===== src/rtl/fir_pkg.sv =====
// rtl/fir_pkg.sv - FIR MAC core defaults, coefficient table, state encoding and output scaling
package fir_pkg;

  localparam int FIR_DATA_W = 16;
  localparam int FIR_COEF_W = 16;
  localparam int FIR_TAPS   = 8;
  localparam int FIR_IDX_W  = $clog2(FIR_TAPS);

  // Q1.15 default taps: h0 = 0.5, rest zero, i.e. half-gain pass-through
  localparam logic signed [15:0] FIR_COEFS [FIR_TAPS] = '{
    16'sh4000, 16'sh0000, 16'sh0000, 16'sh0000,
    16'sh0000, 16'sh0000, 16'sh0000, 16'sh0000
  };

  typedef enum logic [1:0] {
    ST_IDLE = 2'd0,
    ST_MAC  = 2'd1,
    ST_OUT  = 2'd2
  } fir_state_e;

  // Default tap k rescaled from the Q1.15 table to Q1.(coef_w-1); taps past the table are zero
  function automatic logic signed [63:0] fir_default_coef(input int k, input int coef_w);
    logic signed [63:0] v;
    if (k < FIR_TAPS) v = 64'(FIR_COEFS[FIR_IDX_W'(k)]);
    else              v = 64'sd0;
    if (coef_w >= 16) return v <<< (coef_w - 16);
    else              return v >>> (16 - coef_w);
  endfunction

  // Round half up from Q2.(coef_w+data_w-2) accumulator to Q1.(data_w-1), then clamp
  function automatic logic signed [63:0] fir_round_sat(input logic signed [63:0] acc,
                                                       input int coef_w, input int data_w);
    logic signed [63:0] r;
    logic signed [63:0] hi;
    logic signed [63:0] lo;
    r  = (acc + (64'sd1 <<< (coef_w - 2))) >>> (coef_w - 1);
    hi = (64'sd1 <<< (data_w - 1)) - 64'sd1;
    lo = -(64'sd1 <<< (data_w - 1));
    if (r > hi)      return hi;
    else if (r < lo) return lo;
    else             return r;
  endfunction

endpackage


===== src/rtl/fir_delay_line.sv =====
// rtl/fir_delay_line.sv - circular sample buffer with write pointer and tap-relative read
module fir_delay_line #(
  parameter int DATA_W = 16,
  parameter int TAPS   = 8
) (
  input  logic                        CLK,
  input  logic                        RST,
  input  logic                        i_we,
  input  logic signed [DATA_W-1:0]    i_wdata,
  input  logic                        i_adv,
  input  logic [$clog2(TAPS)-1:0]     i_k,
  output logic signed [DATA_W-1:0]    o_rdata
);

  localparam int PTR_W = $clog2(TAPS);

  logic signed [DATA_W-1:0] r_mem [TAPS];
  logic [PTR_W-1:0]         r_wr_ptr;
  logic [PTR_W-1:0]         w_rd_idx;

  // TAPS is a power of two, so plain PTR_W-bit subtraction gives the modulo wrap
  assign w_rd_idx = r_wr_ptr - i_k;
  assign o_rdata  = r_mem[w_rd_idx];

  // Newest sample lands at wr_ptr; pointer moves on only once its MAC pass is done
  always_ff @(posedge CLK or posedge RST) begin
    if (RST) begin
      for (int i = 0; i < TAPS; i++) r_mem[i] <= '0;
      r_wr_ptr <= '0;
    end else begin
      if (i_we)  r_mem[r_wr_ptr] <= i_wdata;
      if (i_adv) r_wr_ptr <= r_wr_ptr + 1'b1;
    end
  end

endmodule


===== src/rtl/fir_mac_core.sv =====
// rtl/fir_mac_core.sv - time-multiplexed single-MAC FIR filter; COEF_LOAD_EN adds a coefficient write port
module fir_mac_core
  import fir_pkg::*;
#(
  parameter int DATA_W = FIR_DATA_W,
  parameter int COEF_W = FIR_COEF_W,
  parameter int TAPS   = FIR_TAPS,
  localparam int ACC_W = DATA_W + COEF_W + $clog2(TAPS)
) (
  input  logic                      CLK,
  input  logic                      RST,
  input  logic                      in_valid,
  input  logic signed [DATA_W-1:0]  in_data,
  output logic                      in_ready,
  output logic                      out_valid,
  output logic signed [DATA_W-1:0]  out_data,
  input  logic                      out_ready
`ifdef COEF_LOAD_EN
  ,
  input  logic                      coef_we,
  input  logic [$clog2(TAPS)-1:0]   coef_addr,
  input  logic signed [COEF_W-1:0]  coef_data
`endif
);

  localparam int PTR_W = $clog2(TAPS);
  localparam int K_W   = PTR_W + 1;

  fir_state_e                      r_state;
  logic [K_W-1:0]                  r_k;
  logic signed [ACC_W-1:0]         r_acc;
  logic                            r_in_ready;
  logic                            r_out_valid;
  logic signed [DATA_W-1:0]        r_out_data;

  logic                            w_accept;
  logic                            w_mac_done;
  logic                            w_adv;
  logic signed [DATA_W-1:0]        w_x;
  logic signed [COEF_W-1:0]        w_h;
  logic signed [DATA_W+COEF_W-1:0] w_prod;
  logic signed [ACC_W-1:0]         w_prod_ext;
  logic signed [63:0]              w_round;

  assign in_ready  = r_in_ready;
  assign out_valid = r_out_valid;
  assign out_data  = r_out_data;

  // r_in_ready is only ever high in IDLE; the state term keeps that explicit
  assign w_accept   = in_valid && r_in_ready && (r_state == ST_IDLE);
  // k reaching TAPS is the extra finalize cycle that scales the accumulator
  assign w_mac_done = r_k[PTR_W];
  assign w_adv      = (r_state == ST_MAC) && w_mac_done;

  fir_delay_line #(
    .DATA_W (DATA_W),
    .TAPS   (TAPS)
  ) u_delay_line (
    .CLK     (CLK),
    .RST     (RST),
    .i_we    (w_accept),
    .i_wdata (in_data),
    .i_adv   (w_adv),
    .i_k     (r_k[PTR_W-1:0]),
    .o_rdata (w_x)
  );

`ifdef COEF_LOAD_EN
  logic signed [COEF_W-1:0] r_coef [TAPS];

  // Coefficient RAM: writes land only in IDLE, so a pass in flight never sees a mixed set
  always_ff @(posedge CLK or posedge RST) begin
    if (RST) begin
      for (int i = 0; i < TAPS; i++) r_coef[i] <= COEF_W'(fir_default_coef(i, COEF_W));
    end else if (coef_we && (r_state == ST_IDLE)) begin
      r_coef[coef_addr] <= coef_data;
    end
  end

  assign w_h = r_coef[r_k[PTR_W-1:0]];
`else
  logic signed [COEF_W-1:0] w_coef_rom [TAPS];

  for (genvar gi = 0; gi < TAPS; gi++) begin : g_coef_rom
    assign w_coef_rom[gi] = COEF_W'(fir_default_coef(gi, COEF_W));
  end

  assign w_h = w_coef_rom[r_k[PTR_W-1:0]];
`endif

  // Full-precision product, sign-extended so TAPS worst-case terms cannot overflow
  assign w_prod     = w_x * w_h;
  assign w_prod_ext = ACC_W'(w_prod);
  assign w_round    = fir_round_sat(64'(r_acc), COEF_W, DATA_W);

  // Control FSM: IDLE accepts a sample, MAC runs TAPS products plus a finalize cycle, OUT holds the result
  always_ff @(posedge CLK or posedge RST) begin
    if (RST) begin
      r_state     <= ST_IDLE;
      r_k         <= '0;
      r_acc       <= '0;
      r_in_ready  <= 1'b0;
      r_out_valid <= 1'b0;
      r_out_data  <= '0;
    end else begin
      unique case (r_state)
        ST_IDLE: begin
          if (w_accept) begin
            r_acc      <= '0;
            r_k        <= '0;
            r_in_ready <= 1'b0;
            r_state    <= ST_MAC;
          end else begin
            r_in_ready <= 1'b1;
          end
        end
        ST_MAC: begin
          if (!w_mac_done) begin
            r_acc <= r_acc + w_prod_ext;
            r_k   <= r_k + 1'b1;
          end else begin
            r_out_data  <= DATA_W'(w_round);
            r_out_valid <= 1'b1;
            r_state     <= ST_OUT;
          end
        end
        ST_OUT: begin
          if (out_ready) begin
            r_out_valid <= 1'b0;
            r_in_ready  <= 1'b1;
            r_state     <= ST_IDLE;
          end
        end
        default: begin
          r_in_ready  <= 1'b0;
          r_out_valid <= 1'b0;
          r_state     <= ST_IDLE;
        end
      endcase
    end
  end

endmodule


===== config.mk =====
export PLATFORM = sky130hd
export DESIGN_NAME = fir_mac_core
export DESIGN_NICKNAME = d
export VERILOG_FILES = /design/src/rtl/fir_pkg.sv /design/src/rtl/fir_delay_line.sv /design/src/rtl/fir_mac_core.sv
export SDC_FILE = /design/constraint.sdc
export NUM_CORES = 1
export LEC_CHECK = 0
export CORE_ASPECT_RATIO = 1.2
export CORE_UTILIZATION = 55
export CTS_CLUSTER_SIZE = 28
export DETAILED_ROUTE_END_ITERATION = 7
export PLACE_DENSITY = 0.76
export SLEW_MARGIN = 10
export SYNTH_ARGS = -nofsm -noshare
export SYNTH_HDL_FRONTEND = slang
export SYNTH_SLANG_ARGS = --single-unit

===== constraint.sdc =====
create_clock -name CLK -period 7.3 [get_ports CLK]
set_input_delay 1.095 -clock CLK [delete_from_list [all_inputs] [get_ports CLK]]
set_output_delay 1.095 -clock CLK [all_outputs]
set_load 0.1 [all_outputs]

## Yosys cells after proc, flatten, opt, wreduce, memory -nomap -nowiden

Memory sizes are Yosys's and may differ from the RTL's.
Cells that the tools add are included.

- $add $sub $neg: 5
- Multipliers: 1
- Div/mod/pow operators: 0
- $lt $le $gt $ge: 6
- Equality and inequality tests: 6
- Shifts and indexed selects: 0
- Mux-type cells: 26
- Bitwise logic cells: 5
- Reduce and logical (&&, ||, !) cells: 12

Operator list:

| kind | count |
|---|---|
| $bwmux 128 | 1 |
| $mux 16 | 7 |
| $mux 35 | 2 |
| $pmux 35 s2 | 1 |
| $bmux 16 s3 | 1 |
| $demux 16 s3 | 1 |
| $add 35x16->36 const B | 1 |
| $add 35x32->35 | 1 |
| $mul 16x16->32 | 1 |
| $gt 21x16->1 const B | 1 |
| $lt 21x16->1 const B | 1 |
| $ge 4x4->1 const B | 3 |
| $not 3->4 | 3 |
| $reduce_and 3->1 | 3 |
| $mux 4 | 2 |
| $pmux 4 s2 | 1 |
| $mux 2 | 3 |
| $ne 2x2->1 const B | 3 |
| $pmux 1 s3 | 2 |
| $pmux 2 s3 | 1 |
| $reduce_and 2->1 | 3 |
| $add 4x1->4 const B | 1 |
| $logic_and 1x1->1 | 4 |
| $lt 4x1->1 const B | 1 |
| other kinds (9) | 13 |

- Flip-flop bits (word level): 190
- Latch bits: 0
- Bits in writable memories: 0
- ROM bits: 128
- Input port bits: 20
- Memories kept: 1

Memory list:

| memory | words | bits a word | rd ports | clocked after Yosys merged registers in | write ports | RTL line | RTL |
|---|---|---|---|---|---|---|---|
| (name not given) | 8 | 16 | 1 | 0 | 0 | fir_mac_core.sv:88 | `assign w_h = w_coef_rom[r_k[PTR_W-1:0]];` |

## Depth between registers and ports, before layout

- Word-level depth: 9
- Gate-level depth with buffers: 20
- Gate-level depth less buffers: 19

## By module

From an unflattened synthesis, not the netlist that was laid out.

- Cell total of the unflattened synthesis: 740
- Area, all modules: 9,711.8 sq um

By module, submodules not included:

| module | times used | cells an instance | area an instance (sq um) |
|---|---|---|---|
| fir_delay_line | 1 | 351 | 6,129.6 |
| fir_mac_core | 1 | 389 | 3,582.2 |

## Least setup slack after synthesis

No wires, ideal clock.

- Kind: register to register
- Start point: register u_delay_line.r_wr_ptr[0]
- End point: register r_acc[29]
- Arrival: 5.082 ns
- Required time: 7.178 ns
- Slack: 2.097 ns
- Stages on the path, launching flop included: 21
- Cells stage by stage: dfrtp_1 > buf_2 > inv_1 > ha_1 > inv_1 > fa_1 > buf_2 > clkbuf_1 > mux4_2 > nand2_1 > a21boi_0 > ha_1 > ha_1 > ha_1 > a211o_1 > a2111o_1 > nor4b_4 > o21ai_2 > a21boi_1 > or3_1 > a32o_1

- Word-level cells in the longest chain between the ends: 9

RTL lines:

| what | RTL line | RTL |
|---|---|---|
| from (decl) | fir_delay_line.sv:18 | `logic [PTR_W-1:0] r_wr_ptr;` |
| from (signal assigned) | fir_delay_line.sv:32 | `if (i_adv) r_wr_ptr <= r_wr_ptr + 1'b1;` |
| $sub 3x3->3 | fir_delay_line.sv:22 | `assign w_rd_idx = r_wr_ptr - i_k;` |
| $not 3->4 (not written as such) | fir_delay_line.sv:23 | `assign o_rdata = r_mem[w_rd_idx];` |
| $bmux 16 s3 | fir_delay_line.sv:23 |  |
| $mux 16 (not written as such) (2 in series) | fir_delay_line.sv:23 |  |
| $mul 16x16->32 | fir_mac_core.sv:92 | `assign w_prod = w_x * w_h;` |
| $add 35x32->35 | fir_mac_core.sv:119 | `r_acc <= r_acc + w_prod_ext;` |
| $mux 35 | fir_mac_core.sv:118 | `if (!w_mac_done) begin` |
| $pmux 35 s2 | fir_mac_core.sv:106 | `unique case (r_state)` |
| to (signal assigned) | fir_mac_core.sv:119 |  |
| to (decl) | fir_mac_core.sv:31 | `logic signed [ACC_W-1:0] r_acc;` |

No other way between the ends. The select of a mux whose other input is x is not followed.
A chain may end at the register's enable or synchronous reset.

## Worst setup path after layout

- Start point: register u_delay_line.r_wr_ptr[0]
- End point: register r_acc[34]

Same word-level chain as after synthesis.

==> impl_metrics.env <==
export IMPL_outcome="complete, no violations"
export IMPL_diodes=0
export IMPL_die_w_um=123
export IMPL_drc_errors=0
export IMPL_gp_congestion=0.906
export IMPL_cts_root_buf="clkbuf_16"
export IMPL_slowest_delay_ps=810
export IMPL_worstReg2RegStart="u_delay_line.r_wr_ptr[0]"
export IMPL_die_y_um=147
export IMPL_syn_avg_cell_area_um2=12.3
export IMPL_synth_area_um2=9700
export IMPL_async_flop_share=1.00
export IMPL_gr_total_overflow=0
export IMPL_cts_max_path_buffers=2
export IMPL_min_path_type="flop to flop"
export IMPL_wl_um=21100
export IMPL_via_count=6419
export IMPL_cts_reportedPaths_clkPinSlew_ps=70
export IMPL_ys_flop_type="dfrtp_1"
export IMPL_cts_sinks=176
export IMPL_cts_hold_fix_buffers=0
export IMPL_cts_tree="built"
export IMPL_min_period_ps=6150
export IMPL_cp_start_kind="flop"
export IMPL_grt_max_degree=90
export IMPL_critPathRequiredTime_ps=7610
export IMPL_critical_path_arrival_ps=6460
export IMPL_ys_ff_latch=176
export IMPL_syn_nets=870
export IMPL_insertion_delay_ps=440
export IMPL_track_usage=0.254
export IMPL_tightestPinTransition_ps=1150
export IMPL_period_share=0.842
export IMPL_drv_slew=0
export IMPL_first_iter_violations=355
export IMPL_skew_ps=8.24
export IMPL_max_cap_violations=0
export IMPL_io_buffers=37
export IMPL_first_pass_iters=6
export IMPL_r2r_worst_path_cells=19
export IMPL_fmax_ghz=0.163
export IMPL_crit_end="r_acc[34]"
export IMPL_slew_headroom=0.234
export IMPL_cts_buffers_inserted=17
export IMPL_std_cell_rows=52
export IMPL_ys_seq_area_frac=0.454
export IMPL_endpoint_kind="flop"
export IMPL_via_per_inst=6.09
export IMPL_grt_pass1_vias=6827
export IMPL_start_util=0.569
export IMPL_dp_hpwl_um=14300
export IMPL_r2r_end="r_acc[34]"
export IMPL_h_tree_depth=4
export IMPL_ys_warn_count=0
export IMPL_synth_edf_count=0
export IMPL_mostFrequentLayoutCells="dfrtp_1, mux2_2, nand2_1, ha_1, clkdlybuf4s50_1"
export IMPL_path_class="flop to flop"
export IMPL_r2r_setup_slack_ps=1150
export IMPL_drive_above_1_share=0.270
export IMPL_cp_max_fo=21
export IMPL_setup_viol=0
export IMPL_crit_top_cell="ha_1"
export IMPL_final_common_cell="dfrtp_1"
export IMPL_fillers=1265
export IMPL_core_um2=17000
export IMPL_crit_path_cell_trace="inv_1 > ha_2 > inv_1 > fa_2 > buf_4 > nand2_1 > a31oi_1 > o31ai_1 > o22ai_1 > ha_1 > ha_1 > ha_1 > o21ai_0 > o2bb2ai_1 > or3_1 > o22a_1 > nor3b_1 > a2111oi_1 > nand2_1"
export IMPL_grt_pass1_wl_um=35000
export IMPL_ant_nets=0
export IMPL_hold_viol=0
export IMPL_nNetsFinal=909
export IMPL_ys_types=65
export IMPL_setup_tns_ps=0
export IMPL_rsz0062_at_grt="false"
export IMPL_fp_dieArea_um2=18200
export IMPL_area_growth_pct=12.4
export IMPL_synthCells=786
export IMPL_avgRoutedWirePerCell_um=20.0
export IMPL_slowest_stage="fa_2"
export IMPL_post_cts_setup_buffers=0
export IMPL_antenna_found_initial=0
export IMPL_cts_resized=0
export IMPL_ios=38
export IMPL_crit_start="u_delay_line.r_wr_ptr[0]"
worst min path at each step:
stage	start	to	slack [ps]	cells after the start
2_1_floorplan	r_state[1]	out_valid	470	1
3_3_place_gp	u_delay_line.r_mem[0]	u_delay_line.r_mem[0]	480	1
3_5_place_dp	u_delay_line.r_mem[4]	u_delay_line.r_mem[4]	490	1
4_1_cts	u_delay_line.r_mem[4]	u_delay_line.r_mem[4]	500	1
5_1_grt	u_delay_line.r_mem[36]	u_delay_line.r_mem[36]	520	1
6_report	u_delay_line.r_mem[35]	u_delay_line.r_mem[35]	500	1
critical path, delay by kind of cell (launching register included):
kind                       cells  cell delay [ps]
AOI/OAI and AO/OA              7             1940
DFF                            1              510
and+or+nand+nor                4              690
buffers and inverters          3              730
adders and majority gates      5             2140
registers in the layout, indices dropped and copies added (netlist names):
name / cells
out_valid: 1
r_acc: 21
u_delay_line.r_mem: 128
out_data: 16
r_state: 2
u_delay_line.r_wr_ptr: 3
in_ready: 1
r_k: 4
synthesized netlist by cell type, types with 4 or more instances:
library cell	number	area [um^2]
ha_1	62	776
o21ai_0	22	110
clkbuf_1	17	63.8
nor3_1	8	40.0
nor2_1	35	131
o22ai_1	4	25.0
mux4_2	30	676
a31oi_1	4	25.0
o21a_1	8	60.1
a211oi_1	5	37.5
nand2b_1	17	106
and3_1	6	37.5
inv_1	17	63.8
xor2_1	10	87.6
nand3_1	9	45.0
a21boi_0	15	113
xnor2_1	20	175
buf_2	9	45.0
mux2i_1	6	60.1
nand4_1	6	37.5
dfrtp_1	176	4400
nor2b_1	8	50.1
a22o_1	6	52.6
a21oi_1	30	150
or3_1	4	25.0
nand2_1	64	240
mux2_2	131	1480
kinds of logic (layout without fill, tap and decap cells):
group / count (synthesis) / count (layout) / share of synthesized area
buf+inv: 49 / 101 / 0.0228
flops: 176 / 176 / 0.454
fa+ha+maj: 64 / 64 / 0.0841
compound gates: 122 / 122 / 0.0835
xor+xnor: 32 / 32 / 0.0316
mux: 167 / 167 / 0.228
simple gates: 176 / 176 / 0.0956
routing by layer:
metal | routed length [um] | up-vias | global-route usage
met1 | 8880 | 3241 | 0.314
met2 | 10900 | 162 | 0.432
met4 | 740 | 0 | 0.115
met3 | 620 | 52 | 0.0451
li1 | - | 2964 | -
met5 | 0 | - | 0
area by class of cell:
class	count	area [um^2]	area share
timing repair buffer	52	483	0.0443
sequential	176	4400	0.404
multi-input combinational	561	5070	0.466
clock buffer	17	425	0.0390
inverter	17	68.8	0.00631
clock inverter	15	174	0.0160
tap	216	270	0.0248
stage by stage:
| step | setup WS (ps) | cell area [um^2] | utilization | hold slack (ps) | cells |
|---|---|---|---|---|---|
| floorplan | 1430 | 9700 | - | 472 | 786 |
| global placement | 1500 | 10300 | 0.604 | 481 | 1022 |
| detailed placement | 1230 | 10300 | 0.604 | 488 | 1022 |
| CTS | 1180 | 10900 | 0.639 | 503 | 1054 |
| global route | 740 | 10900 | 0.639 | 520 | 1054 |
| finish | 1150 | 10900 | 0.639 | 504 | 1054 |
Power is left out: the tool's default activity adds up to more than one toggle a clock period on the data nets, which glitch-free logic cannot reach.
